--- config.mk ---
export PLATFORM = sky130hd
export DESIGN_NAME = ram_port_arbiter
export DESIGN_NICKNAME = d
export VERILOG_FILES = /design/src/rtl/ram_port_arbiter.sv
export SDC_FILE = /design/constraint.sdc
export NUM_CORES = 1
export LEC_CHECK = 0
export ABC_CLOCK_PERIOD_IN_PS = 3410
export CORE_MARGIN = 5
export CORE_UTILIZATION = 44
export DETAILED_ROUTE_END_ITERATION = 16
export GPL_TIMING_DRIVEN = 0
export PLACE_DENSITY_LB_ADDON = 0.1
export SLEW_MARGIN = 25
export SYNTH_ARGS = -nofsm -noshare
export SYNTH_HDL_FRONTEND = slang
export SYNTH_SLANG_ARGS = --single-unit
--- constraint.sdc ---
create_clock -name clk -period 3.41 [get_ports clk]
set_input_delay 0.5115 -clock clk [delete_from_list [all_inputs] [get_ports clk]]
set_output_delay 0.5115 -clock clk [all_outputs]
set_load 0.01 [all_outputs]
--- src/rtl/ram_port_arbiter.sv ---
// ram_port_arbiter: round-robin burst arbiter sharing one single-port RAM among NREQ requesters.
// Rev 1.0 - initial release.
`default_nettype none
`timescale 1ns/1ps

module ram_port_arbiter #(
  parameter int NREQ = 3,
  parameter int AW   = 16,
  parameter int DW   = 16,
  parameter int LW   = 6
) (
  input  logic               clk,
  input  logic               reset,
  input  logic [NREQ-1:0]    req,
  input  logic [NREQ-1:0]    req_we,
  input  logic [NREQ*AW-1:0] req_addr,
  input  logic [NREQ*LW-1:0] req_len,
  input  logic [NREQ*DW-1:0] req_wdata,
  output logic [NREQ-1:0]    gnt,
  output logic [NREQ-1:0]    word_ack,
  output logic [DW-1:0]      rd_data,
  output logic [NREQ-1:0]    done,
  output logic               busy,
  output logic               mem_en,
  output logic               mem_we,
  output logic [AW-1:0]      mem_addr,
  output logic [DW-1:0]      mem_wdata,
  input  logic [DW-1:0]      mem_rdata,
  input  logic               mem_ack
);

  localparam int IW = (NREQ > 1) ? $clog2(NREQ) : 1;

  typedef enum logic [1:0] {
    IDLE = 2'd0,
    XFER = 2'd1,
    GAP  = 2'd2,
    DONE = 2'd3
  } state_t;

  state_t          state, state_nxt;
  logic [IW-1:0]   winner, last_winner, sel;
  logic            found;
  logic [NREQ-1:0] req_m, sel_oh, win_oh;
  logic [AW-1:0]   base;
  logic [LW-1:0]   len, count, count_inc, sel_len;
  logic            we;
  logic [DW-1:0]   wdata_q;

  // The requester whose done is pulsing may still hold req this cycle; skip it.
  assign req_m     = req & ~done;
  assign count_inc = count + 1'b1;
  assign sel_len   = req_len[sel*LW +: LW];
  assign sel_oh    = {{(NREQ-1){1'b0}}, 1'b1} << sel;
  assign win_oh    = {{(NREQ-1){1'b0}}, 1'b1} << winner;
  assign busy      = (state != IDLE);

  always_comb begin
    found = 1'b0;
    sel   = '0;
    for (int k = 0; k < NREQ; k++) begin
      if (!found && req_m[(int'(last_winner) + 1 + k) % NREQ]) begin
        found = 1'b1;
        sel   = IW'((int'(last_winner) + 1 + k) % NREQ);
      end
    end
  end

  always_ff @(posedge clk or negedge reset) begin
    if (!reset) state <= IDLE;
    else        state <= state_nxt;
  end

  always_comb begin
    state_nxt = state;
    mem_en    = 1'b0;
    mem_we    = 1'b0;
    mem_addr  = '0;
    mem_wdata = '0;
    case (state)
      IDLE: if (found) state_nxt = (sel_len == '0) ? DONE : XFER;
      XFER: begin
        mem_en    = 1'b1;
        mem_we    = we;
        mem_addr  = base + AW'(count);
        mem_wdata = wdata_q;
        if (mem_ack) state_nxt = (count_inc < len) ? GAP : DONE;
      end
      GAP:     state_nxt = XFER;
      DONE:    state_nxt = IDLE;
      default: state_nxt = IDLE;
    endcase
  end

  always_ff @(posedge clk or negedge reset) begin
    if (!reset) begin
      winner      <= '0;
      last_winner <= IW'(NREQ - 1);
      gnt         <= '0;
      done        <= '0;
      word_ack    <= '0;
      rd_data     <= '0;
      base        <= '0;
      len         <= '0;
      count       <= '0;
      we          <= 1'b0;
      wdata_q     <= '0;
    end else begin
      word_ack <= '0;
      done     <= '0;
      case (state)
        IDLE: if (found) begin
          winner  <= sel;
          gnt     <= sel_oh;
          base    <= req_addr[sel*AW +: AW];
          len     <= sel_len;
          we      <= req_we[sel];
          count   <= '0;
          wdata_q <= req_wdata[sel*DW +: DW];
        end
        XFER: if (mem_ack) begin
          count    <= count_inc;
          word_ack <= win_oh;
          rd_data  <= mem_rdata;
        end
        // Requester updated its write word during the word_ack cycle.
        GAP: wdata_q <= req_wdata[winner*DW +: DW];
        DONE: begin
          gnt         <= '0;
          done        <= win_oh;
          last_winner <= winner;
        end
        default: ;
      endcase
    end
  end

endmodule

`default_nettype wire

### Yosys cells after proc, flatten, opt, wreduce, memory -nomap -nowiden

Cells that the tools add are included.

* register bits: 76
* output and inout bits: 60

* add/subtract/negate cells: 5
* multiply operators: 1
* div/mod/pow operators: 3
* $lt $le $gt $ge: 5
* eq/ne operators: 5
* shift-type cells: 6
* multiplexer cells: 36
* bitwise gates (word level): 2
* reduce and logical (&&, ||, !) cells: 16

Operators with widths (count)
* variable part select 48 x 7 -> 16 bit: 3
* less-than comparator 32 x 4 -> 1 bit (second input constant): 3
* remainder unit 32 x 3 -> 32 bit (second input constant): 3
* two-way mux 16 bit: 3
* adder 32 x 2 -> 32 bit (second input constant): 1
* one-hot mux 16 bit (2 select lines): 1
* variable part select 18 x 6 -> 6 bit: 1
* adder 16 x 6 -> 16 bit: 1
* two-way mux 1 bit: 13
* two-way mux 2 bit: 6
* two-way mux 3 bit: 4
* two-way mux 6 bit: 2
* one-hot mux 6 bit (2 select lines): 1
* AND reduction 2 bit: 5
* binary-select mux 1 bit (select 2 bit): 4
* one-hot mux 2 bit (4 select lines): 1
* nonzero test 2 bit: 4
* adder 6 x 1 -> 6 bit (second input constant): 1
* zero test 6 bit: 1
* less-than comparator 6 bit: 1
* one-hot mux 3 bit (2 select lines): 1
* left shift 1 x 2 -> 3 bit (first input constant): 2
* adder 3 x 2 -> 4 bit (second input constant): 1
* equality test 2 bit (second input constant): 2
* other kinds (11): 14

### Depth between registers and ports, before layout

Gate-level depths: netlist of the first run.

* depth in word-level cells: 18
* depth in mapped cells: 13
* gate-level depth less buffers: 9

### Worst setup path after synthesis of the first run

Ideal clock, no wire load.

* path kind: register to register
* start: register last_winner[1]
* end: register len[4]
* setup time: 0.125 ns
* arrival: 2.766 ns
* required time: 3.285 ns
* path slack: 0.519 ns
* cell stages (with the launch flop): 10
* period minus slack after synthesis: 2.891 ns
* cell sequence: dfstp_2 > ha_1 > buf_6 > and4bb_1 > or3_4 > or4b_4 > nand2b_1 > buf_4 > buf_4 > mux2_2

* longest elaborated chain between the ends: 14
* elaborated cells between the ends (all ways): 28
* those cells by class: add/sub (3); mul (1); div (3); shift (1); mux (15); reduce/logical (5)

Ends and longest elaborated chain
* from (decl): RTL line 42 `logic [IW-1:0] winner, last_winner, sel;`
* from (signal assigned): RTL line 98 `last_winner <= IW'(NREQ - 1);`
* from (signal assigned): RTL line 131 `last_winner <= winner;`
* adder 2 x 1 -> 3 bit *: RTL line 62, 64
* branches (longest 13 deep; another with adder 32 x 2 -> 32 bit)
* to (signal assigned): RTL line 116 `len <= sel_len;`
* to (decl): RTL line 46 `logic [LW-1:0] len, count, count_inc, sel_len;`

Mark *: on every way between the ends. The select of a mux whose other input is x is not followed.
A chain may end at the register's enable or synchronous reset.

### Worst setup path after layout of the first run

* start: register count[1]
* end: output port mem_addr[13]

* longest elaborated chain between the ends: 2

Ends and longest elaborated chain
* from (decl): RTL line 46
* from (signal assigned): RTL line 122 `count <= count_inc;`
* adder 16 x 6 -> 16 bit: RTL line 85 `mem_addr = base + AW'(count);`
* two-way mux 16 bit: RTL line 80 `case (state)`
* to (decl): RTL line 26 `output logic [AW-1:0] mem_addr,`

Every way passes these cells.

==> impl_metrics.json, run 1 <==
{
  "cts_tree": "done",
  "grt_max_degree": 49,
  "nNetsFinal": 890,
  "required_ns": 2.90,
  "cts_sinks": 76,
  "grt_overflow": 0,
  "antenna_found_initial": 0,
  "drt-initial-drc-count": 285,
  "synthCells": 521,
  "hold_viol": 0,
  "vdd_ir_drop_max_mv": 0.490,
  "track_usage_pct": 22.4,
  "area_growth_pct": 51.8,
  "worstPathMaxFanout": 5,
  "synth_nets": 677,
  "synth_area_per_cell_um2": 9.48,
  "yosysTopAreaCell": "dfrtp_1",
  "synth_top_area_share_pct": 38.0,
  "finClkSkew_ns": 0.00459,
  "cts_made_buffers": 9,
  "drv_cap": 0,
  "drt-total-wl_mm": 15.1,
  "grt_pass1_wl_mm": 23.8,
  "hpwl_mm": 11.8,
  "power_density_nw_per_um2": 972,
  "n_antenna_cell": 0,
  "drive_above_1_share_pct": 12.4,
  "grt_pass1_vias": 4921,
  "via_count": 4711,
  "routedWlPerCell_um": 17.2,
  "outcome": "finished clean",
  "finalPower_uw": 7290,
  "ys_types": 62,
  "die-area_um2": 13400,
  "hold_class": "primary input to async pin",
  "cts_buffer_depth": 2,
  "min_period_over_period_pct": 95.2,
  "slew_violations": 0,
  "core_um2": 10900,
  "firstDrtPassIters": 7,
  "drtAntennaViolNets": 0,
  "path_class": "flip-flop to output port",
  "synth_top_cells_by_area": "dfrtp_1 38%, nand2_1 6.5%, mux2_2 5.2%",
  "setup_viol": 0,
  "placed_area_um2": 7120,
  "synth_ff_type": "dfrtp_1",
  "final_area_um2": 7500,
  "dieHeight_um": 116,
  "end_kind": "output port",
  "power.leakage_uw": 0.00340,
  "start_util_pct": 45.2,
  "clock-root-buffer": "clkbuf_16",
  "ys_seq_area_share_pct": 38.5,
  "io_buffers": 198,
  "drc": 0,
  "setup_slack_ns": 0.163,
  "synth-edff-count": 0,
  "place_congestion": 0.858,
  "clock_latency_ns": 0.33,
  "ios": 199,
  "rows": 38,
  "die_w_um": 116,
  "htreeDepth": 3,
  "ys_ff_latch": 76,
  "clk_pin_slew_worst_paths_ns": 0.06,
  "arrival_ns": 2.74,
  "cp-start-kind": "flip-flop",
  "tightest_slew_ns": 0.732,
  "async_flop_share_pct": 100,
  "syn_area_um2": 4940,
  "slew_headroom_pct": 51.2,
  "avgViaCountPerCell": 5.36,
  "pre_cts_slack_ns": 0.118,
  "reg2reg_slack_ns": 0.28,
  "fmax_ghz": 0.308,
  "post-route-min-period_ns": 3.25,
  "yosysWarnings": 0
}
worst max-delay path: stages, from the launching register on:
cell             delay (ns)
dfrtp_2                0.45
ha_1                   0.28
a21o_1                 0.17
a21oi_2                0.19
o21bai_1               0.08
a21o_1                 0.20
a21oi_4                0.22
nor4_1                 0.08
mux2i_1                0.16
clkdlybuf4s50_1        0.56
report_power, final:
part	internal [uW]	leakage, uW	switching (uW)
clock network	642	0.000157	382
logic	2260	0.00230	2400
registers	1330	0.000942	287
total	4230	0.00340	3070
layout make-up:
cell class	count	area (um2)
timing repair buffer	202	2030
multi-input combinational	396	2830
tap	140	175
clock buffer	10	229
fill	902	3440
inverter	16	60.1
buffer	33	185
sequential	76	1910
clock inverter	6	87.6
placed cells by master, fill, tap and decap left out, types with 5 or more instances in the layout:
| master | count |
|---|---|
| nand2b_1 | 5 |
| clkdlybuf4s50_1 | 189 |
| and2_1 | 22 |
| mux2i_1 | 18 |
| ha_1 | 16 |
| o21ai_1 | 26 |
| a2bb2oi_2 | 10 |
| buf_4 | 10 |
| mux2_2 | 23 |
| a2bb2oi_1 | 6 |
| buf_2 | 7 |
| nand2_1 | 85 |
| xnor2_1 | 7 |
| a21oi_1 | 12 |
| clkbuf_16 | 9 |
| o21ai_0 | 6 |
| dlygate4sd2_1 | 5 |
| dfrtp_1 | 73 |
| a311oi_1 | 17 |
| inv_1 | 15 |
| nand3_1 | 8 |
| a21o_1 | 24 |
| clkbuf_1 | 15 |
| nor2_1 | 38 |
| xor2_1 | 6 |
kinds of logic (layout without fill, tap and decap cells):
logic type               count (synthesis)  count (layout)  synth area share [%]
buffers and inverters                   49             267                  4.96
XOR/XNOR                                13              13                  2.30
multiplexers                            42              42                  9.12
AO/OA/AOI/OAI                          129             129                  20.2
adder cells (fa/ha/maj)                 17              17                  4.46
flip-flops                              76              76                  38.5
AND/OR/NAND/NOR                        195             195                  20.4
Yosys cell counts, drive strengths merged (6+ instances only):
cell / instances
ha: 16
a21o: 24
inv: 15
xnor2: 7
buf: 19
mux2i: 18
a2bb2oi: 16
o21ai: 33
nand2: 85
clkbuf: 14
and2: 22
a311oi: 17
dfrtp: 75
nor2: 38
a21oi: 14
mux2: 24
xor2: 6
nand3: 8
path summary, 6_finish.rpt:
kind                                      from  cells past startpoint             end
max in group asynchronous                reset                      2  last_winner[1]
worst min-delay path                     reset                      1         base[9]
min in group clk                            we                      1              we
worst max register to register  last_winner[1]                     10         base[0]
worst min register to register              we                      1              we
worst max-delay path                  count[1]                      9    mem_addr[13]
repair_timing:
| action | 4_1_cts | 5_1_grt |
|---|---|---|
| hold buffers | 0 | 0 |
| resized for setup | 10 | 6 |
| setup endpoints to repair | 10 | 7 |
| setup buffers | 0 | 3 |
| pin swaps | 0 | 2 |
per-layer routing:
metal	wire, um	vias up	track usage, %
met4	374	0	9.67
li1	-	2294	-
met2	7790	156	38.8
met3	1120	29	6.21
met5	0	-	0
met1	5800	2232	26.0
registers in the layout (all words and copies together), names as in the netlist:
register and cells:
base 16, word_ack 3, state 2, len 6
wdata_q 16, rd_data 16, last_winner 2, we 1
winner 2, count 6, done 3, gnt 3
metrics by stage:
stage                     setup TNS (ns)  hold slack, ns  std cells  utilization [%]
after floorplan                        0           0.216        521                -
after global placement            -62.84           0.454        859             64.9
after detailed placement               0           0.458        860             65.1
after CTS                              0           0.109        876             68.2
after global routing            -0.00266           0.128        879             68.6
final                                  0          0.0979        879             68.6
(Power assumes the default switching activity.)
==> run 2, diff against run 1 <==
- GPL_ROUTABILITY_DRIVEN: not set -> 0
==> run 2 against run 1 <==
  * Die area unchanged
  * Combinational power about the same
  * Core utilization decreased by 0.31 points
  * Power decreased by 0.87%
==> impl_metrics.json, run 2 (synthesized netlist as in run 1, its figures left out) <==
{
  "start_util_pct": 45.2,
  "fin_util_pct": 68.3,
  "reg.largest.list": "base: 16 flops, rd_data: 16 flops, wdata_q: 16 flops",
  "finClkSkew_ns": 0.00569,
  "r2r_start": "last_winner[1]",
  "final_common_cell": "clkdlybuf4s50_1",
  "end_kind": "output port",
  "hold_buffers": 0,
  "crit_family": "compound AO/OA/AOI/OAI gates",
  "hold_class": "primary input to async pin",
  "grt_busiest_layer": "met2",
  "vdd_ir_drop_max_mv": 0.667,
  "avgViaCountPerCell": 5.38,
  "drtAntennaViolNets": 0,
  "cts_buffer_depth": 2,
  "pre_cts_slack_ns": 0.126,
  "regArea_um2": 1910,
  "reg2reg_slack_ns": 0.24,
  "die_w_um": 116,
  "area_growth_pct": 51.1,
  "grt_pass1_vias": 4822,
  "core_um2": 10900,
  "track_usage_pct": 21.9,
  "arrival_ns": 2.76,
  "fmax_ghz": 0.306,
  "worst-path-stages": 10,
  "drt-total-wl_mm": 15.1,
  "setup_slack_ns": 0.140,
  "via_count": 4720,
  "worstSetupEndpoint": "mem_addr[14]",
  "tns_ns": 0,
  "drt-initial-drc-count": 221,
  "power_density_nw_per_um2": 968,
  "worstRegToRegCells": 11,
  "min_period_over_period_pct": 95.9,
  "die-area_um2": 13400,
  "cts_tree": "done",
  "setup_viol": 0,
  "ios": 199,
  "hpwl_mm": 12.0,
  "grt_overflow": 0,
  "n_antenna_cell": 0,
  "drive_above_1_share_pct": 12.1,
  "path_class": "flip-flop to output port",
  "grt_max_degree": 40,
  "slowest_stage": "dfrtp_2",
  "antenna_found_initial": 0,
  "outcome": "finished clean",
  "routedWlPerCell_um": 17.2,
  "multi_input_area_um2": 2820,
  "drv_cap": 0,
  "clock-root-buffer": "clkbuf_16",
  "drc": 0,
  "slew_violations": 0,
  "dieHeight_um": 116,
  "grtUsageMet3_pct": 5.80,
  "crit_path_max_incr_delay_ns": 0.45,
  "cts_made_buffers": 9,
  "cp-start-kind": "flip-flop",
  "required_ns": 2.90,
  "worstReg2RegEnd": "base[0]",
  "grt_pass1_wl_mm": 23.5,
  "htreeDepth": 3,
  "hold_viol": 0,
  "power.leakage_uw": 0.00341,
  "rows": 38,
  "path_buf_inv": 1,
  "io_buffers": 198,
  "nFillCells": 868,
  "nNetsFinal": 888,
  "slew_headroom_pct": 54.3,
  "clock_latency_ns": 0.34,
  "worstPathCellList": "ha_1, fa_1, a21oi_1, o21bai_1, a21o_1, a21o_1, nand4_1, xor2_1, nor2_1, dlygate4sd2_1",
  "firstDrtPassIters": 5,
  "use_met2_pct": 39.3,
  "post-route-min-period_ns": 3.27,
  "met1_usage_pct": 25.1,
  "tightest_slew_ns": 0.686,
  "crit_path_frequent_cell": "a21o_1",
  "worstPathMaxFanout": 6,
  "cp-startpoint": "count[0]",
  "clk_pin_slew_worst_paths_ns": 0.06,
  "final_cell_mix": "187 x clkdlybuf4s50_1, 85 x nand2_1, 73 x dfrtp_1",
  "cts_sinks": 76
}
[run 2: worst min-delay path by stage]
stage | cells after the start | end | startpoint
detailed placement | 1 | we | we
global route | 1 | base[9] | reset
floorplan | 0 | base[0] | reset
finish | 1 | base[9] | reset
CTS | 1 | base[9] | reset
global placement | 1 | we | we
[run 2: what timing repair did]
item	in CTS	in global routing
endpoints found under the setup margin	10	6
buffers inserted	0	1
pin swaps	0	2
resized for setup	7	10
[run 2: through the flow]
step / total power (uW) / instance area (um2) / cells / hold slack [ns]
floorplan: 4650 / 4940 / 521 / 0.216
global route: 7770 / 7460 / 877 / 0.184
CTS: 7270 / 7420 / 876 / 0.165
detailed placement: 6290 / 7120 / 860 / 0.467
finish: 7230 / 7460 / 877 / 0.141
global placement: 6150 / 7100 / 859 / 0.454
[run 2: area by class of cell]
| type | instances | share of cell area, % |
|---|---|---|
| clock buffer | 11 | 3.25 |
| inverter | 16 | 0.855 |
| timing repair buffer | 200 | 27.0 |
| buffer | 33 | 2.48 |
| multi-input combinational | 396 | 37.8 |
| tap | 140 | 2.35 |
| sequential | 76 | 25.5 |
| clock inverter | 5 | 0.805 |
[run 2: routing by layer]
layer  vias up  part of all wire [%]  routed length (um)
met5         -                     0                   0
met4         0                   1.7                 257
met3        19                   6.9                1040
met2       153                    52                7860
met1      2259                    39                5960
li1       2289                     -                   -
[run 2: worst register-to-register path, cell delays in order (launching register included)]
cell	delay [ns]
dfstp_2	0.56
inv_1	0.07
ha_1	0.20
buf_6	0.15
nor4b_4	0.34
nor3_4	0.10
a32oi_2	0.45
buf_4	0.26
clkbuf_1	0.42
nor2_1	0.08
a311oi_1	0.36
a21o_1	0.12
[run 2: power by group]
part | switching [uW] | internal, uW
logic | 2390 | 2250
registers | 288 | 1330
clock network | 382 | 590
total | 3060 | 4170
==> run 3, diff against run 2 <==
- CORE_MARGIN: 5 -> 2
- PLACE_DENSITY: not set -> 0.85
- PLACE_DENSITY_LB_ADDON: 0.1 -> not set
==> run 3 against run 2 <==
  * Via count about the same
  * Clock skew up 0.0086 ns
  * Global-route usage up 2.5 points
  * Combinational power up 0.9%
  * Largest power group unchanged
  * Hold slack worse by 0.072 ns
  * Critical path depth down 1
  * Critical path type unchanged
  * Clock-buffer cell count up 2
==> impl_metrics.json, run 3 (synthesized netlist as in run 1, its figures left out) <==
{
  "hold_class": "primary input to async pin",
  "drtAntennaViolNets": 0,
  "outcome": "finished clean",
  "hold_viol": 0,
  "antenna_found_initial": 0,
  "drt-total-wl_mm": 14.8,
  "grt_pass1_vias": 4849,
  "clk_pin_slew_worst_paths_ns": 0.08,
  "via_count": 4721,
  "worstPathCellList": "ha_1, a21o_1, a21oi_2, o21bai_1, a21o_1, a21oi_4, nor4_2, mux2i_1, clkdlybuf4s50_1",
  "grt_overflow": 0,
  "regArea_um2": 1910,
  "clock-root-buffer": "clkbuf_8",
  "setup_viol": 0,
  "final_cell_mix": "188 x clkdlybuf4s50_1, 85 x nand2_1, 73 x dfrtp_1",
  "clock_latency_ns": 0.35,
  "cts_buffer_depth": 2,
  "grt_pass1_wl_mm": 22.9,
  "intPower_uw": 4060,
  "p_sw_uw": 3030,
  "core_um2": 10900,
  "vdd_ir_drop_max_mv": 0.495,
  "post-route-min-period_ns": 3.35,
  "io_buffers": 198,
  "area_growth_pct": 50.1,
  "start_util_pct": 45.4,
  "hpwl_mm": 11.6,
  "drt-initial-drc-count": 219,
  "dieHeight_um": 110,
  "finalPower_uw": 7090,
  "grt_max_degree": 53,
  "fin_util_pct": 68.1,
  "slew_headroom_pct": 47.0,
  "nNetsFinal": 890,
  "arrival_ns": 2.84,
  "min_period_over_period_pct": 98.1,
  "multi_input_area_um2": 2820,
  "die-area_um2": 12100,
  "htreeDepth": 3,
  "die_w_um": 110,
  "routedWlPerCell_um": 16.8,
  "p_sw_share_pct": 42.7,
  "fmax_ghz": 0.299,
  "n_antenna_cell": 0,
  "tightest_slew_ns": 0.794,
  "cp-start-kind": "flip-flop",
  "clkPwrFrac_pct": 11.3,
  "ios": 199,
  "drv_cap": 0,
  "cts_sinks": 76,
  "final_common_cell": "clkdlybuf4s50_1",
  "combPwrFrac_pct": 66.0,
  "path_buf_inv": 1,
  "rows": 38,
  "hold_buffers": 0,
  "drc": 0,
  "path_class": "flip-flop to output port",
  "crit_path_max_incr_delay_ns": 0.57,
  "crit_family": "compound AO/OA/AOI/OAI gates",
  "power_density_nw_per_um2": 956,
  "finClkSkew_ns": 0.0143,
  "worstRegToRegCells": 11,
  "avgViaCountPerCell": 5.37,
  "worst-path-stages": 9,
  "nFillCells": 874,
  "final_area_um2": 7420,
  "drive_above_1_share_pct": 12.6,
  "required_ns": 2.90,
  "crit_path_frequent_cell": "a21o_1",
  "end_kind": "output port",
  "firstDrtPassIters": 4,
  "power.leakage_uw": 0.00337,
  "cts_made_buffers": 9,
  "slew_violations": 0,
  "reg.largest.list": "base: 16 flops, rd_data: 16 flops, wdata_q: 16 flops",
  "worstPathMaxFanout": 8,
  "tns_ns": 0,
  "placed_area_um2": 7120,
  "pwr-share-seq_pct": 22.7,
  "slowest_stage": "clkdlybuf4s50_1",
  "cts_tree": "done",
  "rsz0062_at_grt": "true",
  "track_usage_pct": 24.4
}
[run 3: timing repair]
item | in CTS | in global routing
setup endpoints to repair | 10 | 11
pin swaps | 2 | 0
cloned | 0 | 0
resized for setup | 11 | 7
setup buffers | 1 | 2
[run 3: per-layer routing]
layer / track usage [%] / part of all wire, %
met2: 44.2 / 51
met4: 7.69 / 1.9
met1: 28.3 / 40
met3: 5.76 / 7.5
met5: 0 / 0
[run 3: worst paths after layout]
kind,start,end,slack (ns)
min,reset,wdata_q[9],0.07
min in group clk,wdata_q[4],wdata_q[4],0.48
max in group asynchronous,reset,last_winner[1],2.71
max,count[1],mem_addr[15],0.06
min reg2reg,wdata_q[4],wdata_q[4],0.48
max reg2reg,last_winner[1],base[3],0.18
[run 3: stage by stage]
stage / hold WS (ns) / instances / worst slack (ns)
global route: 0.0922 / 879 / -0.0422
global placement: 0.458 / 859 / -0.780
finish: 0.0690 / 879 / 0.0634
detailed placement: 0.451 / 860 / 0.0728
CTS: 0.0710 / 877 / 0.00612
floorplan: 0.216 / 521 / 0.519
[run 3: power by group through the flow]
stage / Clock, uW / Sequential, uW / Combinational, uW
4_1_cts: 816 / 1610 / 4690
3_3_place_gp: 0 / 1590 / 4520
6_report: 800 / 1610 / 4680
5_1_grt: 853 / 1660 / 5120
3_5_place_dp: 0 / 1620 / 4670
2_1_floorplan: 0 / 1610 / 3040
[run 3: area by class of cell]
type,count,area share (%)
Buffer,33,2.51
Multi-Input combinational cell,396,38.0
Clock buffer,13,2.28
Sequential cell,76,25.7
Tap cell,140,2.36
Timing Repair Buffer,202,27.4
Inverter,16,0.810
Clock inverter,3,0.911
